<file path="config.mk">
export PLATFORM = sky130hd
export DESIGN_NAME = bj_table_controller
export DESIGN_NICKNAME = d
export VERILOG_FILES = /design/src/rtl/bj_pkg.sv /design/src/rtl/bj_table_controller_edge.sv /design/src/rtl/bj_table_controller.sv
export SDC_FILE = /design/constraint.sdc
export NUM_CORES = 1
export LEC_CHECK = 0
export CAP_MARGIN = 10
export CORE_MARGIN = 5
export CORE_UTILIZATION = 37
export DETAILED_ROUTE_END_ITERATION = 7
export PLACE_DENSITY = 0.66
export SLEW_MARGIN = 10
export SYNTH_ARGS = -nofsm -noshare
export SYNTH_HDL_FRONTEND = slang
export SYNTH_SLANG_ARGS = --single-unit
</file>
<file path="constraint.sdc">
create_clock -name i_Clk -period 2.8 [get_ports i_Clk]
set_clock_uncertainty 0.2 [all_clocks]
set_input_delay 0.28 -clock i_Clk [delete_from_list [all_inputs] [get_ports i_Clk]]
set_output_delay 0.28 -clock i_Clk [all_outputs]
set_load 0.01 [all_outputs]
</file>
<file path="src/rtl/bj_pkg.sv">
// Shared definitions for the multi-seat blackjack table controller.
//   state_t  : table sequencing states
//   result_t : per-seat settlement outcome
//   seat_w() : width of a seat index for a given number of player seats
//              (players plus the dealer, never narrower than one bit)
package bj_pkg;

  typedef enum logic [3:0] {
    IDLE,
    SHUFFLE,
    DEAL,
    PEEK,
    P_TURN,
    P_CARD,
    P_HOLD,
    NEXT_P,
    D_TURN,
    D_CARD,
    D_HOLD,
    SETTLE,
    DONE
  } state_t;

  typedef enum logic [1:0] {
    RES_NONE,
    RES_WIN,
    RES_LOSE,
    RES_TIE
  } result_t;

  function automatic int unsigned seat_w(input int unsigned n_players);
    return ((n_players + 1) > 1) ? $clog2(n_players + 1) : 1;
  endfunction

endpackage

</file>
<file path="src/rtl/bj_table_controller_edge.sv">
// Rising-edge detector for a debounced level button.
//   i_Clk     : clock
//   i_Reset_n : synchronous active-low reset
//   level     : debounced button level
//   rise      : one-cycle pulse, registered, the cycle after the level rises
// A button held high produces exactly one pulse.
module bj_edge_det (
  input  logic i_Clk,
  input  logic i_Reset_n,
  input  logic level,
  output logic rise
);

  logic prev;

  always_ff @(posedge i_Clk) begin
    if (!i_Reset_n) begin
      prev <= 1'b0;
      rise <= 1'b0;
    end else begin
      prev <= level;
      rise <= level & ~prev;
    end
  end

endmodule

</file>
<file path="src/rtl/bj_table_controller.sv">
// Blackjack table controller: sequences shuffle, initial deal, each player
// seat's turn, the dealer's turn and settlement for N_PLAYERS seats plus a
// dealer (seat index N_PLAYERS).
//
// Ports:
//   i_Clk, i_Reset_n        : clock, synchronous active-low reset
//   i_Hit, i_Stay, i_NewGame: debounced level buttons (edge-detected here)
//   i_Shuffled              : shuffler done
//   i_CardOK                : one-cycle pulse, requested card added
//   i_Hands                 : packed hand values, seat k at [k*HAND_W +: HAND_W]
//   o_ShuffleReq            : high while shuffling
//   o_CardReq, o_CardDest   : registered card request and destination seat
//   o_ActiveSeat            : seat currently acting
//   o_HitInd, o_StayInd     : high during the display hold
//   o_ShowDealer            : dealer hole card visible
//   o_Win, o_Lose, o_Tie    : registered per-seat results
//
// Build option: define BJ_SOFT17_HIT_EN to add input i_DealerSoft; the dealer
// then also hits a soft hand equal to STAND_AT.
module bj_table_controller
  import bj_pkg::*;
#(
  parameter int unsigned N_PLAYERS   = 2,
  parameter int unsigned HAND_W      = 6,
  parameter int unsigned BUST_LIMIT  = 21,
  parameter int unsigned STAND_AT    = 17,
  parameter int unsigned DISPLAY_CYC = 100_000_000
) (
  input  logic                            i_Clk,
  input  logic                            i_Reset_n,
  input  logic                            i_Hit,
  input  logic                            i_Stay,
  input  logic                            i_NewGame,
  input  logic                            i_Shuffled,
  input  logic                            i_CardOK,
`ifdef BJ_SOFT17_HIT_EN
  input  logic                            i_DealerSoft,
`endif
  input  logic [(N_PLAYERS+1)*HAND_W-1:0] i_Hands,
  output logic                            o_ShuffleReq,
  output logic                            o_CardReq,
  output logic [seat_w(N_PLAYERS)-1:0]    o_CardDest,
  output logic [seat_w(N_PLAYERS)-1:0]    o_ActiveSeat,
  output logic                            o_HitInd,
  output logic                            o_StayInd,
  output logic                            o_ShowDealer,
  output logic [N_PLAYERS-1:0]            o_Win,
  output logic [N_PLAYERS-1:0]            o_Lose,
  output logic [N_PLAYERS-1:0]            o_Tie
);

  localparam int unsigned SEAT_W     = seat_w(N_PLAYERS);
  localparam int unsigned N_SEATS    = N_PLAYERS + 1;
  localparam int unsigned DEAL_CARDS = 2 * N_SEATS;
  localparam int unsigned DEAL_W     = $clog2(DEAL_CARDS);
  localparam int unsigned CNT_W      = (DISPLAY_CYC > 1) ? $clog2(DISPLAY_CYC) : 1;

  localparam logic [HAND_W-1:0] LIMIT  = HAND_W'(BUST_LIMIT);
  localparam logic [HAND_W-1:0] STAND  = HAND_W'(STAND_AT);
  localparam logic [SEAT_W-1:0] LAST_P = SEAT_W'(N_PLAYERS - 1);
  localparam logic [SEAT_W-1:0] DEALER = SEAT_W'(N_PLAYERS);

  state_t              state_q, next_state;
  logic [DEAL_W-1:0]   deal_idx_q, deal_idx_d;
  logic [SEAT_W-1:0]   seat_q;
  logic [CNT_W-1:0]    hold_cnt_q;
  logic                hold_hit_q, hold_hit_d;
  logic [N_PLAYERS-1:0] bust_q;
  logic                d_nat_q;

  logic                hit_edge, stay_edge, newgame_edge;

  logic [HAND_W-1:0]   hand [N_SEATS];
  logic [HAND_W-1:0]   seat_hand;
  logic [HAND_W-1:0]   dealer_hand;
  logic                dealer_hits;
  logic                deal_last;
  logic                hold_done;
  logic                in_hold;
  logic                all_bust;

  logic                shuffle_req_d, card_req_d, hit_ind_d, stay_ind_d, show_dealer_d;
  logic [SEAT_W-1:0]   card_dest_d;
  logic [N_PLAYERS-1:0] win_d, lose_d, tie_d;
  result_t             seat_res [N_PLAYERS];

  bj_edge_det u_hit_edge (
    .i_Clk    (i_Clk),
    .i_Reset_n(i_Reset_n),
    .level    (i_Hit),
    .rise     (hit_edge)
  );

  bj_edge_det u_stay_edge (
    .i_Clk    (i_Clk),
    .i_Reset_n(i_Reset_n),
    .level    (i_Stay),
    .rise     (stay_edge)
  );

  bj_edge_det u_newgame_edge (
    .i_Clk    (i_Clk),
    .i_Reset_n(i_Reset_n),
    .level    (i_NewGame),
    .rise     (newgame_edge)
  );

  // Deal order cycles P0..P(N-1), D twice.
  function automatic logic [SEAT_W-1:0] deal_dest(input logic [DEAL_W-1:0] idx);
    if (idx < DEAL_W'(N_SEATS)) return SEAT_W'(idx);
    return SEAT_W'(idx - DEAL_W'(N_SEATS));
  endfunction

  always_comb begin
    seat_hand = '0;
    for (int unsigned k = 0; k < N_SEATS; k++) begin
      hand[k] = i_Hands[k*HAND_W +: HAND_W];
      if (seat_q == SEAT_W'(k)) seat_hand = i_Hands[k*HAND_W +: HAND_W];
    end
  end

  assign dealer_hand = i_Hands[N_PLAYERS*HAND_W +: HAND_W];
  assign deal_last   = (deal_idx_q == DEAL_W'(DEAL_CARDS - 1));
  assign hold_done   = (hold_cnt_q == CNT_W'(DISPLAY_CYC - 1));
  assign in_hold     = (state_q == P_HOLD) || (state_q == D_HOLD);
  assign all_bust    = &bust_q;
  assign o_ActiveSeat = seat_q;

`ifdef BJ_SOFT17_HIT_EN
  assign dealer_hits = (dealer_hand < STAND) || ((dealer_hand == STAND) && i_DealerSoft);
`else
  assign dealer_hits = (dealer_hand < STAND);
`endif

  // State register
  always_ff @(posedge i_Clk) begin
    if (!i_Reset_n) state_q <= IDLE;
    else            state_q <= next_state;
  end

  // Next-state logic
  always_comb begin
    next_state = state_q;
    unique case (state_q)
      IDLE:    next_state = SHUFFLE;
      SHUFFLE: if (i_Shuffled) next_state = DEAL;
      DEAL:    if (i_CardOK && deal_last) next_state = PEEK;
      PEEK:    next_state = (dealer_hand == LIMIT) ? SETTLE : P_TURN;
      // A hand sitting at the limit cannot improve, so the seat is stayed
      // without a hold; after the deal this is exactly the natural case.
      P_TURN: begin
        if (seat_hand == LIMIT) next_state = NEXT_P;
        else if (hit_edge)      next_state = P_CARD;
        else if (stay_edge)     next_state = P_HOLD;
      end
      P_CARD:  if (i_CardOK) next_state = P_HOLD;
      P_HOLD: begin
        if (hold_done) begin
          if (hold_hit_q) next_state = (seat_hand > LIMIT) ? NEXT_P : P_TURN;
          else            next_state = NEXT_P;
        end
      end
      NEXT_P: begin
        if (seat_q == LAST_P) next_state = all_bust ? SETTLE : D_TURN;
        else                  next_state = P_TURN;
      end
      D_TURN:  next_state = dealer_hits ? D_CARD : D_HOLD;
      D_CARD:  if (i_CardOK) next_state = D_HOLD;
      D_HOLD: begin
        if (hold_done) begin
          if (hold_hit_q && (dealer_hand <= LIMIT)) next_state = D_TURN;
          else                                      next_state = SETTLE;
        end
      end
      SETTLE:  next_state = DONE;
      DONE:    if (newgame_edge) next_state = SHUFFLE;
      default: next_state = IDLE;
    endcase
  end

  // Output logic: next-cycle values for the registered outputs, decoded from
  // the state being entered so they line up with the state register.
  always_comb begin
    deal_idx_d    = '0;
    hold_hit_d    = hold_hit_q;
    shuffle_req_d = (next_state == SHUFFLE);
    card_req_d    = 1'b0;
    card_dest_d   = '0;
    show_dealer_d = 1'b0;

    if (state_q == DEAL)
      deal_idx_d = i_CardOK ? deal_idx_q + DEAL_W'(1) : deal_idx_q;

    if ((state_q == P_CARD) || (state_q == D_CARD)) hold_hit_d = 1'b1;
    else if ((state_q == P_TURN) || (state_q == D_TURN)) hold_hit_d = 1'b0;

    unique case (next_state)
      // One idle cycle after each i_CardOK separates consecutive deal requests.
      DEAL: begin
        card_req_d  = !((state_q == DEAL) && i_CardOK);
        card_dest_d = deal_dest(deal_idx_d);
      end
      P_CARD: begin
        card_req_d  = 1'b1;
        card_dest_d = seat_q;
      end
      D_CARD: begin
        card_req_d  = 1'b1;
        card_dest_d = DEALER;
      end
      default: ;
    endcase

    unique case (next_state)
      D_TURN, D_CARD, D_HOLD, SETTLE, DONE: show_dealer_d = 1'b1;
      default: ;
    endcase

    hit_ind_d  = ((next_state == P_HOLD) || (next_state == D_HOLD)) &&  hold_hit_d;
    stay_ind_d = ((next_state == P_HOLD) || (next_state == D_HOLD)) && !hold_hit_d;

    win_d  = '0;
    lose_d = '0;
    tie_d  = '0;
    for (int unsigned k = 0; k < N_PLAYERS; k++) begin
      seat_res[k] = RES_LOSE;
      if (bust_q[k])                 seat_res[k] = RES_LOSE;
      else if (d_nat_q)              seat_res[k] = (hand[k] == LIMIT) ? RES_TIE : RES_LOSE;
      else if (dealer_hand > LIMIT)  seat_res[k] = RES_WIN;
      else if (hand[k] > dealer_hand) seat_res[k] = RES_WIN;
      else if (hand[k] == dealer_hand) seat_res[k] = RES_TIE;
      else                           seat_res[k] = RES_LOSE;
      win_d[k]  = (seat_res[k] == RES_WIN);
      lose_d[k] = (seat_res[k] == RES_LOSE);
      tie_d[k]  = (seat_res[k] == RES_TIE);
    end
  end

  // Datapath and registered outputs
  always_ff @(posedge i_Clk) begin
    if (!i_Reset_n) begin
      deal_idx_q   <= '0;
      seat_q       <= '0;
      hold_cnt_q   <= '0;
      hold_hit_q   <= 1'b0;
      bust_q       <= '0;
      d_nat_q      <= 1'b0;
      o_ShuffleReq <= 1'b0;
      o_CardReq    <= 1'b0;
      o_CardDest   <= '0;
      o_HitInd     <= 1'b0;
      o_StayInd    <= 1'b0;
      o_ShowDealer <= 1'b0;
      o_Win        <= '0;
      o_Lose       <= '0;
      o_Tie        <= '0;
    end else begin
      deal_idx_q   <= deal_idx_d;
      hold_hit_q   <= hold_hit_d;
      o_ShuffleReq <= shuffle_req_d;
      o_CardReq    <= card_req_d;
      o_CardDest   <= card_dest_d;
      o_HitInd     <= hit_ind_d;
      o_StayInd    <= stay_ind_d;
      o_ShowDealer <= show_dealer_d;

      // Counter idles at zero, so each hold starts from zero on entry.
      if (in_hold && !hold_done) hold_cnt_q <= hold_cnt_q + CNT_W'(1);
      else                       hold_cnt_q <= '0;

      if (state_q == PEEK) d_nat_q <= (dealer_hand == LIMIT);

      if ((state_q == P_HOLD) && hold_done && hold_hit_q && (seat_hand > LIMIT)) begin
        for (int unsigned k = 0; k < N_PLAYERS; k++)
          if (seat_q == SEAT_W'(k)) bust_q[k] <= 1'b1;
      end

      if (state_q == NEXT_P)
        seat_q <= (seat_q == LAST_P) ? DEALER : seat_q + SEAT_W'(1);

      if (state_q == SETTLE) begin
        o_Win  <= win_d;
        o_Lose <= lose_d;
        o_Tie  <= tie_d;
      end

      if ((state_q == DONE) && newgame_edge) begin
        o_Win   <= '0;
        o_Lose  <= '0;
        o_Tie   <= '0;
        bust_q  <= '0;
        seat_q  <= '0;
        d_nat_q <= 1'b0;
      end
    end
  end

endmodule

</file>
==> Yosys cells after proc, flatten, opt, wreduce, memory -nomap -nowiden <==
Index checks and enable logic that the tools add are counted.
W data, S select, Z words.
{ "word_totals": {"input_bits": 25, "regBits": 59, "memories": 0, "latchBits": 0, "word_cells": 149, "output_inout_bits": 15, "rom_bits": 0, "ram_bits": 0} }
{ "classes": {"div_mod_pow": 0, "n_eq_ne": 37, "muxes": 45, "mul": 0, "n_lt_le_gt_ge": 7, "n_bitwise": 7, "add_sub_neg": 4, "n_shift": 0, "reduce_logical": 26} }
{ "ops": {"columns": ["operator", "n"], "rows": [
  ["$pmux W4 S13", 1],
  ["$mux W4", 12],
  ["$eq A4 B4 Y1 const B", 10],
  ["$mux W2", 16],
  ["$add A27 B1 Y27 const B", 1],
  ["$eq A27 B27 Y1 const B", 1],
  ["$eq A4 B3 Y1 const B", 6],
  ["$eq A6 B5 Y1 const B", 4],
  ["$mux W6", 3],
  ["$eq A4 B2 Y1 const B", 3],
  ["$eq A6 B6 Y1", 2],
  ["$gt A6 B5 Y1 const B", 2],
  ["$gt A6 B6 Y1", 2],
  ["$eq A2 B2 Y1 const B", 5],
  ["$logic_and A1 B1 Y1", 10],
  ["$mux W1", 9],
  ["$eq A4 B1 Y1 const B", 2],
  ["$reduce_and A2 Y1", 4],
  ["$eq A2 B1 Y1 const B", 3],
  ["$le A6 B5 Y1 const B", 1],
  ["$lt A6 B5 Y1 const B", 1],
  ["$mux W3", 2],
  ["$pmux W2 S3", 1],
  ["$reduce_or A5 Y1", 1],
  ["13 further kinds", 24]
]} }

==> Logic depth before layout (Yosys ltp) <==
Gate-level depths: netlist of the first run.
{ "logic_depth": {"word_depth": 13, "mapped_depth": 11, "mapped_depth_nobuf": 9} }

==> Modules after synthesis <==
From an unflattened synthesis of the first run, not the netlist that was laid out.
{ "unflattened": {"cells_unflattened": 409, "area_unflattened_um2": 3598.5} }
{ "by_module_without_submodules": {"columns": ["module", "area_per_inst_um2", "seq_area_each_um2", "instances", "cells_per_inst"], "rows": [
  ["bj_table_controller", 3433.3, 1061.0, 1, 397],
  ["bj_edge_det", 55.1, 40.0, 3, 4]
]} }

==> Worst setup path after synthesis of the first run <==
Ideal clock, no wire load.
{ "synth_path": {"kind": "reg-to-reg", "startpoint": "register seat_q[0], in the netlist o_ActiveSeat[0]", "endpoint": "register o_CardDest[0]", "required_ps": 2524, "slack_ps": 109, "stages_incl_launch_ff": 11, "n_path_buf": 1, "setup_time_ps": 76, "period_less_slack_ps": 2691, "t_arrival_ps": 2415, "cell_sequence": "dfxtp_1 -> inv_1 -> ha_1 -> nor2b_1 -> a221o_1 -> o2111ai_1 -> nor3_1 -> or4_1 -> buf_2 -> a311o_1 -> o22ai_2"} }
{ "synth_via": {"elab_chain_cells": 11, "word_cells_on_any_way": 18, "cone_classes": "1 x order compare; 6 x eq/ne; 10 x mux; 1 x reduce/logical"} }
{ "synth_rtl": {"columns": ["element", "line", "text"], "rows": [
  ["from (decl)", "bj_table_controller.sv:65", "logic [SEAT_W-1:0] seat_q;"],
  ["from (signal assigned)", "bj_table_controller.sv:279", "seat_q <= (seat_q == LAST_P) ? DEALER : seat_q + SEAT_W'(1);"],
  ["$logic_not A2 Y1", "bj_table_controller.sv:118", "if (seat_q == SEAT_W'(k)) seat_hand = i_Hands[k*HAND_W +: HAND_W];"],
  ["$mux W6 (3 in series)", "bj_table_controller.sv:118", null],
  ["$gt A6 B5 Y1", "bj_table_controller.sv:159", "if (hold_hit_q) next_state = (seat_hand > LIMIT) ? NEXT_P : P_TURN;"],
  ["$mux W2 (2 in series)", "bj_table_controller.sv:159", null],
  ["$mux W4", "bj_table_controller.sv:158", "if (hold_done) begin"],
  ["$pmux W4 S13", "bj_table_controller.sv:144", "unique case (state_q)"],
  ["$eq A4 B4 Y1 (tied with other cells)", "bj_table_controller.sv:197", "unique case (next_state)"],
  ["$pmux W2 S3 *", "bj_table_controller.sv:197", null],
  ["to (signal assigned)", "bj_table_controller.sv:262", "o_CardDest <= card_dest_d;"],
  ["to (decl)", "bj_table_controller.sv:42", "output logic [seat_w(N_PLAYERS)-1:0] o_CardDest,"]
]} }
Mark *: on every way between the ends. The rest lies on a longest branch, timed or not.
A chain may end at the register's enable or synchronous reset.

==> Worst setup path after layout of the first run <==
{ "layout_path": {"startpoint": "register seat_q[1], in the netlist o_ActiveSeat[1]", "endpoint": "register o_CardReq"} }
{ "layout_via": {"elab_chain_cells": 12, "word_cells_on_any_way": 19, "cone_classes": "1 x order compare; 6 x eq/ne; 10 x mux; 2 x reduce/logical"} }
{ "layout_rtl": {"columns": ["element", "line", "text"], "rows": [
  ["$logic_not A2 Y1", "bj_table_controller.sv:118", null],
  ["$mux W6 (3 in series)", "bj_table_controller.sv:118", null],
  ["$gt A6 B5 Y1", "bj_table_controller.sv:159", null],
  ["$mux W2 (2 in series)", "bj_table_controller.sv:159", null],
  ["$mux W4", "bj_table_controller.sv:158", null],
  ["$pmux W4 S13 *", "bj_table_controller.sv:144", null],
  ["$eq A4 B4 Y1 / $eq A4 B3 Y1 (equally long branches)", "bj_table_controller.sv:197", null],
  ["$reduce_or A2 Y1 (no line)", null, null],
  ["$pmux W1 S2 *", "bj_table_controller.sv:197", null],
  ["to (signal assigned)", "bj_table_controller.sv:261", "o_CardReq <= card_req_d;"],
  ["to (decl)", "bj_table_controller.sv:41", "output logic o_CardReq,"]
]} }
Marked as above.

==> impl_metrics.ini, run 1 <==
[synth]
netlist_area_um2 = 3360
yosysWarnings = 0
synth_edf_count = 0
syn_area_per_cell_um2 = 8.00
synth_top_area_share_pct = 35.1
syn_inst = 420
synthArstFlopShare_pct = 0
synthFlopType = dfxtp_1
synth_fp_nets = 463
synth_area_leader_cell = dfxtp_1
ys_seq_elements = 59
ys_seq_area_share_pct = 35.1
yosys.cell_types.count = 53
synth.area.top_cells = dfxtp_1 (35%), ha_1 (6.7%), nor2_1 (6.0%)

[clocking]
holdBufCountCts = 0
clk_latency_ns = 0.33
root_buffer = clkbuf_8
cts_num_sinks = 59
tritoncts = done
cts_buffer_depth = 2
clkTransAtPathRegs_ns = 0.06
htreeDepth = 3
cts_buffers = 9

[die]
die_x_um = 105
die-area_um2 = 11100
rows = 34
ios = 40
start_util_pct = 38.2
core_area_um2 = 8810
die_h_um = 105

[layout]
nNetsFinal = 507
final_common_cell = dfxtp_1
fin_area_um2 = 4100
fin_cells = 576
utilization_pct = 46.6
n_fill_cell = 850
final_cell_mix = dfxtp_1 (58), nor2_1 (54), clkdlybuf4s50_1 (39)
synthToLayoutAreaGrowth_pct = 22.1
antenna_cells = 0
drive_above_1_share_pct = 8.12

[critical_path]
rrSetupSlack_ns = 0.19
crit_arrival_ns = 2.65
setup.worst_path.end_class = register
cpPeakStageDelay_ns = 0.56
worstPathMaxFanout = 11
cp.required_ns = 2.83
cp_slowest_cell = or4_1
path_buf_inv = 2
critPathKind = reg -> reg
startpoint_type = register
cp_top_family = simple AND/OR/NAND/NOR gates
path_cells = inv_1, ha_2, nor2b_1, a221oi_1, a21oi_1, nor3_1, or4_1, buf_4, o31ai_1

[flow_run]
max_cap_viol_count = 0

[route]
dr.pass1.iters = 5
drt_iter0_drc = 135
vias_per_cell = 5.49
drt.antenna.violating_nets = 0
drc_errors = 0
vias = 3160
wl_per_cell_um = 14.0
wirelength_um = 8050

[global_route]
antenna_found_initial = 0
grt_pass1_wl_um = 13700
grt_max_degree = 27
gr-usage-all-layers_pct = 14.8
grt_pass1_vias = 3030
grt_overflow = 0

[sta]
worstMarginPinSlew_ns = 0.615
min_period_ns = 2.61
hold_viol_final = 0
tns_ns = 0
max_freq_mhz = 382
maxSlewViolCount = 0
period_share_pct = 93.4
slew_headroom_pct = 58.9
rsz0062_at_grt = no
final-setup-viol-count = 0

[power]
p_leak_nw = 1.43
clock_power_share_pct = 39.5
internal-power_mw = 1.36
power.density_cell_area_nw_per_um2 = 446
fin_total_pwr_mw = 1.83
peakVddDrop_v = 0.000213
switching_share_pct = 25.4
pwr-share-comb_pct = 12.9
power_frac_seq_pct = 47.6
p_sw_uw = 464

[min_path]
hold_path_class = reg -> reg

[placed_design]
port_buffers = 39
gp_congestion = 0.893
place_area_um2 = 3900
dp.cells = 561
hpwl_um = 6120

[status]
status = finished clean
metrics by stage:
step	hold slack [ns]	setup slack, ns
after floorplan	0.167	0.109
after global placement	0.176	0.109
after detailed placement	0.175	0.0489
after CTS	0.184	0.0307
after global routing	0.210	0.00772
final	0.183	0.185
layout make-up:
cell class / instances / area [um^2] / area share (%)
clock buffer: 9 / 124 / 3.02
inverter: 22 / 82.6 / 2.01
multi-input combinational: 319 / 2030 / 49.4
tap: 108 / 135 / 3.29
sequential: 59 / 1180 / 28.8
timing repair buffer: 53 / 495 / 12.1
clock inverter: 6 / 57.6 / 1.40
what timing repair did:
item / CTS / global route
setup endpoints to repair: 0 / 8
setup buffers: 0 / 0
resized for setup: 0 / 5
hold endpoints to repair: 0 / 0
logic make-up after synthesis:
logic type               synth area share (%)
AO/OA/AOI/OAI                            15.9
buffers and inverters                    5.10
XOR/XNOR                                 6.52
flip-flops                               35.1
AND/OR/NAND/NOR                          29.1
adder cells (fa/ha/maj)                  6.70
multiplexers                             1.56
path summary, 6_finish.rpt:
check,start,cells past startpoint,to
max,o_ActiveSeat[1]$_SDFFE_PP0P_,9,o_CardReq$_SDFF_PN0_
min,u_newgame_edge.prev$_SDFF_PN0_,1,u_newgame_edge.rise$_SDFF_PN0_
max reg2reg,o_ActiveSeat[1]$_SDFFE_PP0P_,9,o_CardReq$_SDFF_PN0_
min reg2reg,u_newgame_edge.prev$_SDFF_PN0_,1,u_newgame_edge.rise$_SDFF_PN0_
per-layer routing:
| layer | GRT usage (%) | up-vias | routed length (um) |
|---|---|---|---|
| li1 | - | 1588 | - |
| met1 | 18.2 | 1458 | 3620 |
| met2 | 24.2 | 98 | 3740 |
| met3 | 3.97 | 16 | 503 |
| met4 | 6.56 | 0 | 178 |
| met5 | 0 | - | 0 |
state kept, by name, summed over array words and instances (netlist names), 2 cells and up:
register	flops
hold_cnt_q	27
o_CardDest	2
o_ActiveSeat	2
deal_idx_q	3
bust_q	2
o_Win	2
o_Tie	2
state_q	4
o_Lose	2
power groups by stage:
stage	clock network (mW)	registers, mW	logic, mW
after floorplan	0	0.881	0.139
after global placement	0	0.889	0.231
after detailed placement	0	0.890	0.231
after CTS	0.746	0.871	0.233
after global routing	0.783	0.873	0.261
final	0.722	0.871	0.236
cells in the mapped netlist, types with 7 or more instances:
master	instances
xnor2_1	17
nor2b_1	10
clkbuf_1	11
inv_1	22
nand2_1	31
buf_2	8
ha_1	18
nand4_1	10
nand3_1	15
nor2_1	54
xor2_1	8
dfxtp_1	59
and2_1	7
a21oi_1	28
o21ai_0	11
nor3_1	25
No activity file was read; power rests on OpenSTA's default activity.
==> run 2, diff against run 1 <==
--- a/config.mk
+++ b/config.mk
@@ -5,7 +5,7 @@
 export SDC_FILE = /design/constraint.sdc
 export NUM_CORES = 1
 export LEC_CHECK = 0
-export CAP_MARGIN = 10
+export CAP_MARGIN = 20
 export CORE_MARGIN = 5
 export CORE_UTILIZATION = 37
 export DETAILED_ROUTE_END_ITERATION = 7
==> results of run 2 <==
No change in the layout: final DEF, timing and power equal those of run 1.
